File: src/rtl/ds_adc_pkg.sv
// Shared definitions for the delta-sigma decimator: filter mode encoding,
// flush lengths and result-width derivation.
package ds_adc_pkg;

  typedef enum logic {
    SINC1 = 1'b0,
    SINC2 = 1'b1
  } mode_e;

  localparam logic [1:0] FLUSH_SINC1 = 2'd1;
  localparam logic [1:0] FLUSH_SINC2 = 2'd2;

  // Wide enough for R^2 with R up to 2^osr_w.
  function automatic int data_width(input int osr_w);
    return 2 * osr_w + 1;
  endfunction

  function automatic logic [1:0] flush_frames(input logic mode);
    return (mode == SINC2) ? FLUSH_SINC2 : FLUSH_SINC1;
  endfunction

endpackage

File: src/rtl/ds_sinc_chan.sv
// One bitstream channel: sinc1 accumulator plus sinc2 integrator/comb cascade,
// result presented combinationally during the frame-end cycle.
module ds_sinc_chan
  import ds_adc_pkg::*;
#(
  parameter int DATA_W = 17
) (
  input  logic              clk,
  input  logic              rst_n,
  input  logic              ena,
  input  logic              bs,
  input  logic              frame_end,
  input  logic              mode,
  output logic [DATA_W-1:0] result
);

  logic [DATA_W-1:0] acc_p0, int1_p0, int2_p0, dly1_p1, dly2_p1;
  logic [DATA_W-1:0] acc_nxt, int1_nxt, int2_nxt, comb1, comb2;

  // All sums wrap modulo 2^DATA_W; the comb differences undo the wrap.
  always_comb begin
    acc_nxt  = acc_p0 + DATA_W'(bs);
    int1_nxt = int1_p0 + DATA_W'(bs);
    int2_nxt = int2_p0 + int1_nxt;
    comb1    = int2_nxt - dly1_p1;
    comb2    = comb1 - dly2_p1;
    result   = (mode == SINC2) ? comb2 : acc_nxt;
  end

  // input-rate integrators (p0) / frame-rate comb delays (p1)
  always_ff @(posedge clk) begin
    if (!rst_n) begin
      acc_p0  <= '0;
      int1_p0 <= '0;
      int2_p0 <= '0;
      dly1_p1 <= '0;
      dly2_p1 <= '0;
    end else if (ena) begin
      acc_p0  <= frame_end ? '0 : acc_nxt;
      int1_p0 <= int1_nxt;
      int2_p0 <= int2_nxt;
      if (frame_end) begin
        dly1_p1 <= int2_nxt;
        dly2_p1 <= comb1;
      end
    end
  end

endmodule

File: src/rtl/ds_decim_multi.sv
// Multi-channel sinc1/sinc2 decimator: shared frame/config/flush control,
// per-channel filters, holding bank and a lowest-channel-first drain stream.
module ds_decim_multi
  import ds_adc_pkg::*;
#(
  parameter  int NCH    = 4,
  parameter  int OSR_W  = 8,
  localparam int DATA_W = data_width(OSR_W),
  localparam int CH_W   = (NCH > 1) ? $clog2(NCH) : 1
) (
  input  logic              clk,
  input  logic              rst_n,
  input  logic              ena,
  input  logic [NCH-1:0]    bs_in,
  input  logic [NCH-1:0]    ch_en,
  input  logic [OSR_W-1:0]  osr,
  input  logic              mode,
  output logic              out_valid,
  input  logic              out_ready,
  output logic [DATA_W-1:0] out_data,
  output logic [CH_W-1:0]   out_ch,
  output logic [NCH-1:0]    overrun,
  input  logic              ovr_clr
);

  logic [OSR_W-1:0] phase, act_osr, cfg_osr;
  logic             act_mode, cfg_mode;
  logic [1:0]       flush_cnt, flush_eff;
  logic             frame_start, cfg_changed, frame_end, res_write;

  // At phase 0 the incoming config already governs this frame (matters for R=1).
  always_comb begin
    frame_start = ena && (phase == '0);
    cfg_osr     = (phase == '0) ? osr : act_osr;
    cfg_mode    = (phase == '0) ? mode : act_mode;
    cfg_changed = frame_start && ((osr != act_osr) || (mode != act_mode));
    flush_eff   = cfg_changed ? flush_frames(mode) : flush_cnt;
    frame_end   = ena && (phase == cfg_osr);
    res_write   = frame_end && (flush_eff == 2'd0);
  end

  always_ff @(posedge clk) begin
    if (!rst_n) begin
      phase     <= '0;
      act_osr   <= osr;
      act_mode  <= mode;
      flush_cnt <= flush_frames(mode);
    end else if (ena) begin
      if (frame_start) begin
        act_osr  <= osr;
        act_mode <= mode;
      end
      phase     <= frame_end ? '0 : phase + 1'b1;
      flush_cnt <= (frame_end && flush_eff != 2'd0) ? flush_eff - 2'd1 : flush_eff;
    end
  end

  logic [DATA_W-1:0] res [NCH];

  for (genvar c = 0; c < NCH; c++) begin : g_chan
    ds_sinc_chan #(.DATA_W(DATA_W)) u_chan (
      .clk       (clk),
      .rst_n     (rst_n),
      .ena       (ena),
      .bs        (bs_in[c]),
      .frame_end (frame_end),
      .mode      (cfg_mode),
      .result    (res[c])
    );
  end

  logic [NCH-1:0]    pending, wr_mask, xfer_oh, new_ovr;
  logic [DATA_W-1:0] hold_p1 [NCH];
  logic [CH_W-1:0]   low_ch, lock_ch;
  logic              lock, xfer;

  // A stalled channel stays presented even if a lower channel becomes pending.
  always_comb begin
    low_ch = '0;
    for (int i = NCH - 1; i >= 0; i--) begin
      if (pending[i]) low_ch = CH_W'(i);
    end
    out_valid = |pending;
    out_ch    = lock ? lock_ch : low_ch;
    out_data  = hold_p1[out_ch];
    xfer      = out_valid && out_ready;
    xfer_oh   = '0;
    if (xfer) xfer_oh[out_ch] = 1'b1;
    wr_mask   = res_write ? ch_en : '0;
    new_ovr   = wr_mask & pending & ~xfer_oh;
  end

  always_ff @(posedge clk) begin
    if (!rst_n) begin
      pending <= '0;
      overrun <= '0;
      lock    <= 1'b0;
      lock_ch <= '0;
    end else begin
      pending <= (pending & ~xfer_oh) | wr_mask;
      overrun <= (overrun & ~{NCH{ovr_clr}}) | new_ovr;
      if (xfer) begin
        lock <= 1'b0;
      end else if (out_valid) begin
        lock    <= 1'b1;
        lock_ch <= out_ch;
      end
    end
  end

  // holding bank (p1): one result per channel, overwritten on each frame end
  always_ff @(posedge clk) begin
    for (int c = 0; c < NCH; c++) begin
      if (!rst_n) hold_p1[c] <= '0;
      else if (wr_mask[c]) hold_p1[c] <= res[c];
    end
  end

endmodule

File: config.mk
export PLATFORM = sky130hd
export DESIGN_NAME = ds_decim_multi
export DESIGN_NICKNAME = d
export VERILOG_FILES = /design/src/rtl/ds_adc_pkg.sv /design/src/rtl/ds_sinc_chan.sv /design/src/rtl/ds_decim_multi.sv
export SDC_FILE = /design/constraint.sdc
export NUM_CORES = 1
export LEC_CHECK = 0
export CAP_MARGIN = 20
export CORE_ASPECT_RATIO = 2
export CORE_MARGIN = 4
export CORE_UTILIZATION = 35
export CTS_CLUSTER_DIAMETER = 100
export DETAILED_ROUTE_END_ITERATION = 12
export PLACE_DENSITY_LB_ADDON = 0.1
export SYNTH_ARGS = -nofsm -noshare
export SYNTH_HDL_FRONTEND = slang
export SYNTH_SLANG_ARGS = --single-unit
File: constraint.sdc
create_clock -name clk -period 10.8 [get_ports clk]
set_clock_uncertainty 0.15 [all_clocks]
set_input_delay 1.62 -clock clk [delete_from_list [all_inputs] [get_ports clk]]
set_output_delay 1.62 -clock clk [all_outputs]
set_load 0.02 [all_outputs]
==> results of run 1 <==
-- final timing paths --
| path | from | to | slack, ps |
|---|---|---|---|
| max | bs_in[1] | hold_p1[1][16]$_SDFFCE_PN0P_ | 2840 |
| min | g_chan[0].u_chan.dly1_p1[15]$_SDFFE_PN0P_ | g_chan[0].u_chan.dly1_p1[15]$_SDFFE_PN0P_ | 300 |
| max reg2reg | g_chan[1].u_chan.int1_p0[0]$_SDFFE_PN0P_ | hold_p1[1][16]$_SDFFCE_PN0P_ | 4120 |
| min reg2reg | g_chan[0].u_chan.dly1_p1[15]$_SDFFE_PN0P_ | g_chan[0].u_chan.dly1_p1[15]$_SDFFE_PN0P_ | 300 |
-- layout by cell type, fill, tap and decap left out, types with 19 or more instances in the layout --
master	synthesis	routed
and2_1	26	26
o21a_1	31	31
a211oi_1	51	51
a21oi_1	260	259
dfxtp_1	359	359
nor2_1	337	336
nor3_1	53	53
or3_1	33	33
clkdlybuf4s50_1	0	43
a21o_1	55	54
nand3_1	104	104
o21ai_0	175	175
edfxtp_1	79	79
xor2_1	175	175
xnor2_1	157	157
nand4_1	26	26
o21bai_1	19	19
clkbuf_16	0	50
o31ai_1	19	19
ha_1	221	221
mux2i_1	80	80
inv_1	204	204
nand2_1	547	547
and3_1	100	100
a31oi_1	34	34
nor2b_1	28	28
-- critical path, stage by stage --
cell and delay (ps):
clkdlybuf4s50_1 570, ha_1 230, and3_1 230, and3_1 230
xor2_1 230, ha_1 280, and2_1 140, a311oi_1 460
o21ai_0 200, xor2_1 260, ha_1 340, a21oi_1 160
o21bai_1 120, a21oi_1 160, a21boi_0 110, or3_1 330
and2_1 170, ha_1 330, a21o_1 170, a211o_1 340
or2_2 300, a31oi_1 150, nor2_1 90, o41ai_1 310
xor2_1 190, xnor3_1 240, a211oi_1 230
-- cells by family after synthesis --
family / count (synthesis) / share of synthesized area (%)
AND/OR/NAND/NOR: 1329 / 21.1
AO/OA/AOI/OAI: 769 / 16.6
flip-flops: 438 / 33.5
buffers and inverters: 358 / 5.08
XOR/XNOR: 334 / 10.3
adder cells (fa/ha/maj): 233 / 10.5
multiplexers: 81 / 2.85
-- area by class of cell --
type                    instances  area share [%]
inverters                     207            2.50
clock buffers                  66            4.24
flip-flops and latches        438            30.4
clock inverters                19           0.789
multi-input cells            2746            56.0
repair buffers                 62            1.91
well taps                    1043            4.16
-- report_power, final --
group	internal, mW	switching, mW	leakage, nW
clock network	1.00	0.722	0.780
logic	0.511	0.731	8.19
registers	1.69	0.0156	3.71
total	3.20	1.47	12.7
-- metrics by stage --
stage               worst slack (ps)  hold WS (ps)  instances  area [sq um]
floorplan                       3440           280       3542         28500
detailed placement              2170           292       4496         29800
global placement                2280           284       4496         29800
CTS                             2780           301       4581         31400
finish                          2840           296       4581         31400
global route                    2240           314       4581         31400
-- flip-flops by register name, indices dropped and copies added, names as in the netlist, 4 cells and up --
signal,flops
phase,8
act_osr,8
pending,4
overrun,4
g_chan.u_chan.acc_p0,68
hold_p1,68
g_chan.u_chan.dly1_p1,68
g_chan.u_chan.dly2_p1,68
g_chan.u_chan.int2_p0,68
g_chan.u_chan.int1_p0,68
-- routing by layer --
metal	GRT usage, %	wire (um)	vias to the layer above
li1	-	-	12100
met1	18.1	29500	11200
met2	36.5	44000	205
met3	1.51	1480	101
met4	5.33	2220	0
met5	0	0	-
==> flow_summary_export.csv, run 1 <==
group,metric,value,unit
critical_path,critPathRequiredTime,11060,ps
clock_network,post-cts-setup-buffers,0,
yosys,synth_edf_count,79,
yosys,synth_top_cell_by_area,"dfxtp_1",
placement,gp_congestion,0.836,
floorplanning,rows,147,
global_routing,gr-total-overflow,0,
clock_network,cts.sinks,438,
layout,nNetsFinal,3756,
sta,fmax,126,MHz
sta,slew_headroom,28.9,%
sta,worst_pin_slew,1070,ps
clock_network,postCtsHoldBufs,0,
layout,seqCellArea,9560,sq um
clock_network,ctsResizeCount,0,
detailed_routing,viasPerCell,5.16,
global_routing,grt_pass1_vias,23700,
clock_network,clock-root-buffer,"clkbuf_16",
clock_network,cts_buffers,46,
power,leakage,12.7,nW
detailed_routing,dr.pass1.iters,5,
placement,io_buffers,45,
power,ir_drop,106,uV
clock_network,insertion_delay,600,ps
yosys,syn_inst,3542,
clock_network,clockBufferDepth,3,
sta,tns,0,ps
critical_path,crit_path_end_kind,"register",
run,drv_cap,0,
global_routing,grt_pass1_wl,125000,um
floorplanning,pin_count,46,
global_routing,antenna_found_initial,0,
global_routing,grt_max_degree,155,
layout,n_antenna_cell,0,
critical_path,crit_path_max_fanout,5,
sta,setup_viol,0,
yosys,synth_top_cell_area_share,25.2,%
global_routing,grt_usage,17.6,%
critical_path,critPathKind,"in2reg",
clock_network,tritoncts,"yes",
layout,syn_to_final_growth,10.0,%
detailed_routing,post-route-drc-count,0,
yosys,synth_nets,3797,
power,p_per_area,149,nW/um^2
sta,slew_violations,0,
sta,fin_crit,7960,ps
sta,rsz0062_at_grt,"false",
layout,fillers,8460,
yosys,yosysMostFrequentCell,"nand2_1",
layout,multi_input_comb_area,17600,sq um
yosys,synth_top_cells_by_count,"nand2_1, dfxtp_1, nor2_1",
clock_network,cts-htree-levels,2,
floorplanning,die_y,412,um
yosys,ys_ff_latch,438,
detailed_routing,post_drt_wl_per_cell,16.9,um
yosys,syn_area,28500,sq um
critical_path,crit_path_start_kind,"input port",
critical_path,worstPathArrival,8220,ps
clock_network,path_clk_slew,70,ps
yosys,yosys_warnings,0,
sta,hold_viol_final,0,
layout,final_util,39.0,%
yosys,synth_ff_type,"dfxtp_1",
floorplanning,die_width,210,um
detailed_routing,drtIter0Drc,1023,
worst_hold_path,hold_depth,2,
detailed_routing,drt_wl_total,77200,um
detailed_routing,vias,23600,
floorplanning,dieArea,86400,sq um
yosys,synthArstFlopShare,0,%
worst_hold_path,min_path_type,"reg2reg",
yosys,syn_area_per_cell,8.06,sq um
layout,drive_above_1_share,3.53,%
yosys,synth.yosys.seq_area_share,33.5,%
detailed_routing,ant_nets,0,
placement,post-dp-hpwl,55300,um
critical_path,reg2regPathDepth,26,
yosys,synth.distinct_cells,82,
sta,fin_crit_sh,73.7,%
yosys,netlist_top_cells_area,"dfxtp_1, ha_1, edfxtp_1, nand2_1, xor2_1",
floorplanning,start_util,35.4,%
power,power,4.67,mW
run_status,status,"completed",
floorplanning,core,80600,sq um
(Power assumes the default switching activity.)
==> run 2, diff against run 1 <==
==> constraint.sdc (replaced) <==
create_clock -name clk -period 8.3 [get_ports clk]
set_clock_uncertainty 0.15 [all_clocks]
set_input_delay 1.245 -clock clk [delete_from_list [all_inputs] [get_ports clk]]
set_output_delay 1.245 -clock clk [all_outputs]
set_load 0.02 [all_outputs]
==> flow_summary_export.csv, run 2 (same netlist as run 1, synthesis figures left out) <==
group,metric,value,unit
run_status,status,"completed",
critical_path,crit_path_frequent_cell,"ha_1",
critical_path,critPathKind,"in2reg",
clock_network,tritoncts,"yes",
clock_network,cts_buffers,45,
clock_network,ctsResizeCount,0,
clock_network,path_clk_slew,70,ps
global_routing,gr-total-overflow,0,
layout,seqCellArea,9560,sq um
floorplanning,rows,147,
sta,hold_viol_final,0,
critical_path,max_stage_delay,560,ps
clock_network,cts.sinks,438,
power,ir_drop,128,uV
clock_network,postCtsHoldBufs,0,
floorplanning,start_util,35.4,%
detailed_routing,vias,23700,
power,power,5.91,mW
detailed_routing,viasPerCell,5.17,
global_routing,grt_usage,17.8,%
placement,place_area,30000,sq um
layout,nNetsFinal,3772,
placement,gp_congestion,0.829,
layout,fillers,8329,
placement,numPlacedInstances,4513,
sta,slew_headroom,27.7,%
layout,n_antenna_cell,0,
sta,slew_violations,0,
sta,tns,0,ps
power,leakage,12.7,nW
global_routing,grt_max_degree,145,
placement,dp_worst_setup_slack,203,ps
detailed_routing,post_drt_wl_per_cell,17.0,um
global_routing,grt_pass1_wl,126000,um
sta,worst_pin_slew,1080,ps
power,p_per_area,188,nW/um^2
clock_network,post-cts-setup-buffers,0,
critical_path,crit_path_end_kind,"register",
layout,stdcell_count,4594,
clock_network,cts-htree-levels,2,
layout,final_common_cell,"nand2_1",
floorplanning,core,80600,sq um
run,drv_cap,0,
layout,syn_to_final_growth,9.97,%
detailed_routing,drt_wl_total,78000,um
clock_network,insertion_delay,570,ps
floorplanning,die_y,412,um
critical_path,crit_path_max_fanout,5,
floorplanning,dieArea,86400,sq um
sta,fmax,133,MHz
detailed_routing,dr.pass1.iters,5,
detailed_routing,ant_nets,0,
detailed_routing,drtIter0Drc,1205,
sta,setup_slack,782,ps
floorplanning,pin_count,46,
layout,layout_common_cells,"nand2_1, dfxtp_1, nor2_1, a21oi_1, ha_1",
floorplanning,die_width,210,um
critical_path,slowest_stage,"clkdlybuf4s50_1",
sta,rsz0062_at_grt,"false",
clock_network,clock-root-buffer,"clkbuf_16",
layout,drive_above_1_share,3.80,%
placement,io_buffers,45,
detailed_routing,post-route-drc-count,0,
critical_path,critPathRequiredTime,8540,ps
layout,fin_area,31400,sq um
critical_path,crit_path_start_kind,"input port",
worst_hold_path,min_path_type,"reg2reg",
sta,fin_crit_sh,90.6,%
placement,post-dp-hpwl,55900,um
layout,multi_input_comb_area,17600,sq um
layout,final_util,39.0,%
critical_path,worstPathArrival,7760,ps
global_routing,grt_pass1_vias,24300,
clock_network,clockBufferDepth,3,
sta,whs,297,ps
global_routing,antenna_found_initial,0,
sta,fin_crit,7520,ps
sta,setup_viol,0,
-- run 2: cell count changes in the layout (fill, tap and decap cells not counted), sizes merged --
cell / change
buf: +17
bufinv: -2
clkbuf: -12
clkinv: +10
clkinvlp: +1
inv: -1
-- run 2: final timing paths --
path / startpoint / endpoint / slack, ps / cells after the start
max reg2reg: g_chan[1].u_chan.int1_p0[0]$_SDFFE_PN0P_ / hold_p1[1][16]$_SDFFCE_PN0P_ / 1680 / 28
min: g_chan[2].u_chan.dly2_p1[4]$_SDFFE_PN0P_ / g_chan[2].u_chan.dly2_p1[4]$_SDFFE_PN0P_ / 300 / 2
min reg2reg: g_chan[2].u_chan.dly2_p1[4]$_SDFFE_PN0P_ / g_chan[2].u_chan.dly2_p1[4]$_SDFFE_PN0P_ / 300 / 2
max: bs_in[1] / hold_p1[1][16]$_SDFFCE_PN0P_ / 780 / 29
-- run 2: per-layer routing --
metal | track usage, % | vias to the layer above | wire [um]
met2 | 37.1 | 264 | 44200
met1 | 18.0 | 11200 | 29500
li1 | - | 12100 | -
met3 | 1.46 | 122 | 1720
met5 | 0 | - | 0
met4 | 5.88 | 0 | 2610
-- run 2: area by class of cell --
cell class                 count  area share (%)
timing repair buffer          79            2.36
sequential                   438            30.5
clock inverter                27           0.730
clock buffer                  54            3.82
tap                         1043            4.16
inverter                     207            2.50
multi-input combinational   2746            56.0
-- run 2: power by group --
group          total [mW]  switching (mW)  internal [mW]  leakage, nW
clock network        2.08           0.931           1.15        0.700
logic                1.62           0.949          0.670         8.28
registers            2.21          0.0199           2.19         3.71
total                5.91            1.90           4.01         12.7
-- run 2: critical path, delay by kind of cell --
kind	cells	cell delay, ps
xor gates and xnor gates	4	850
buffers and inverters	3	750
adders and majority gates	4	1230
and+or+nand+nor	5	960
AOI/OAI and AO/OA	13	2720
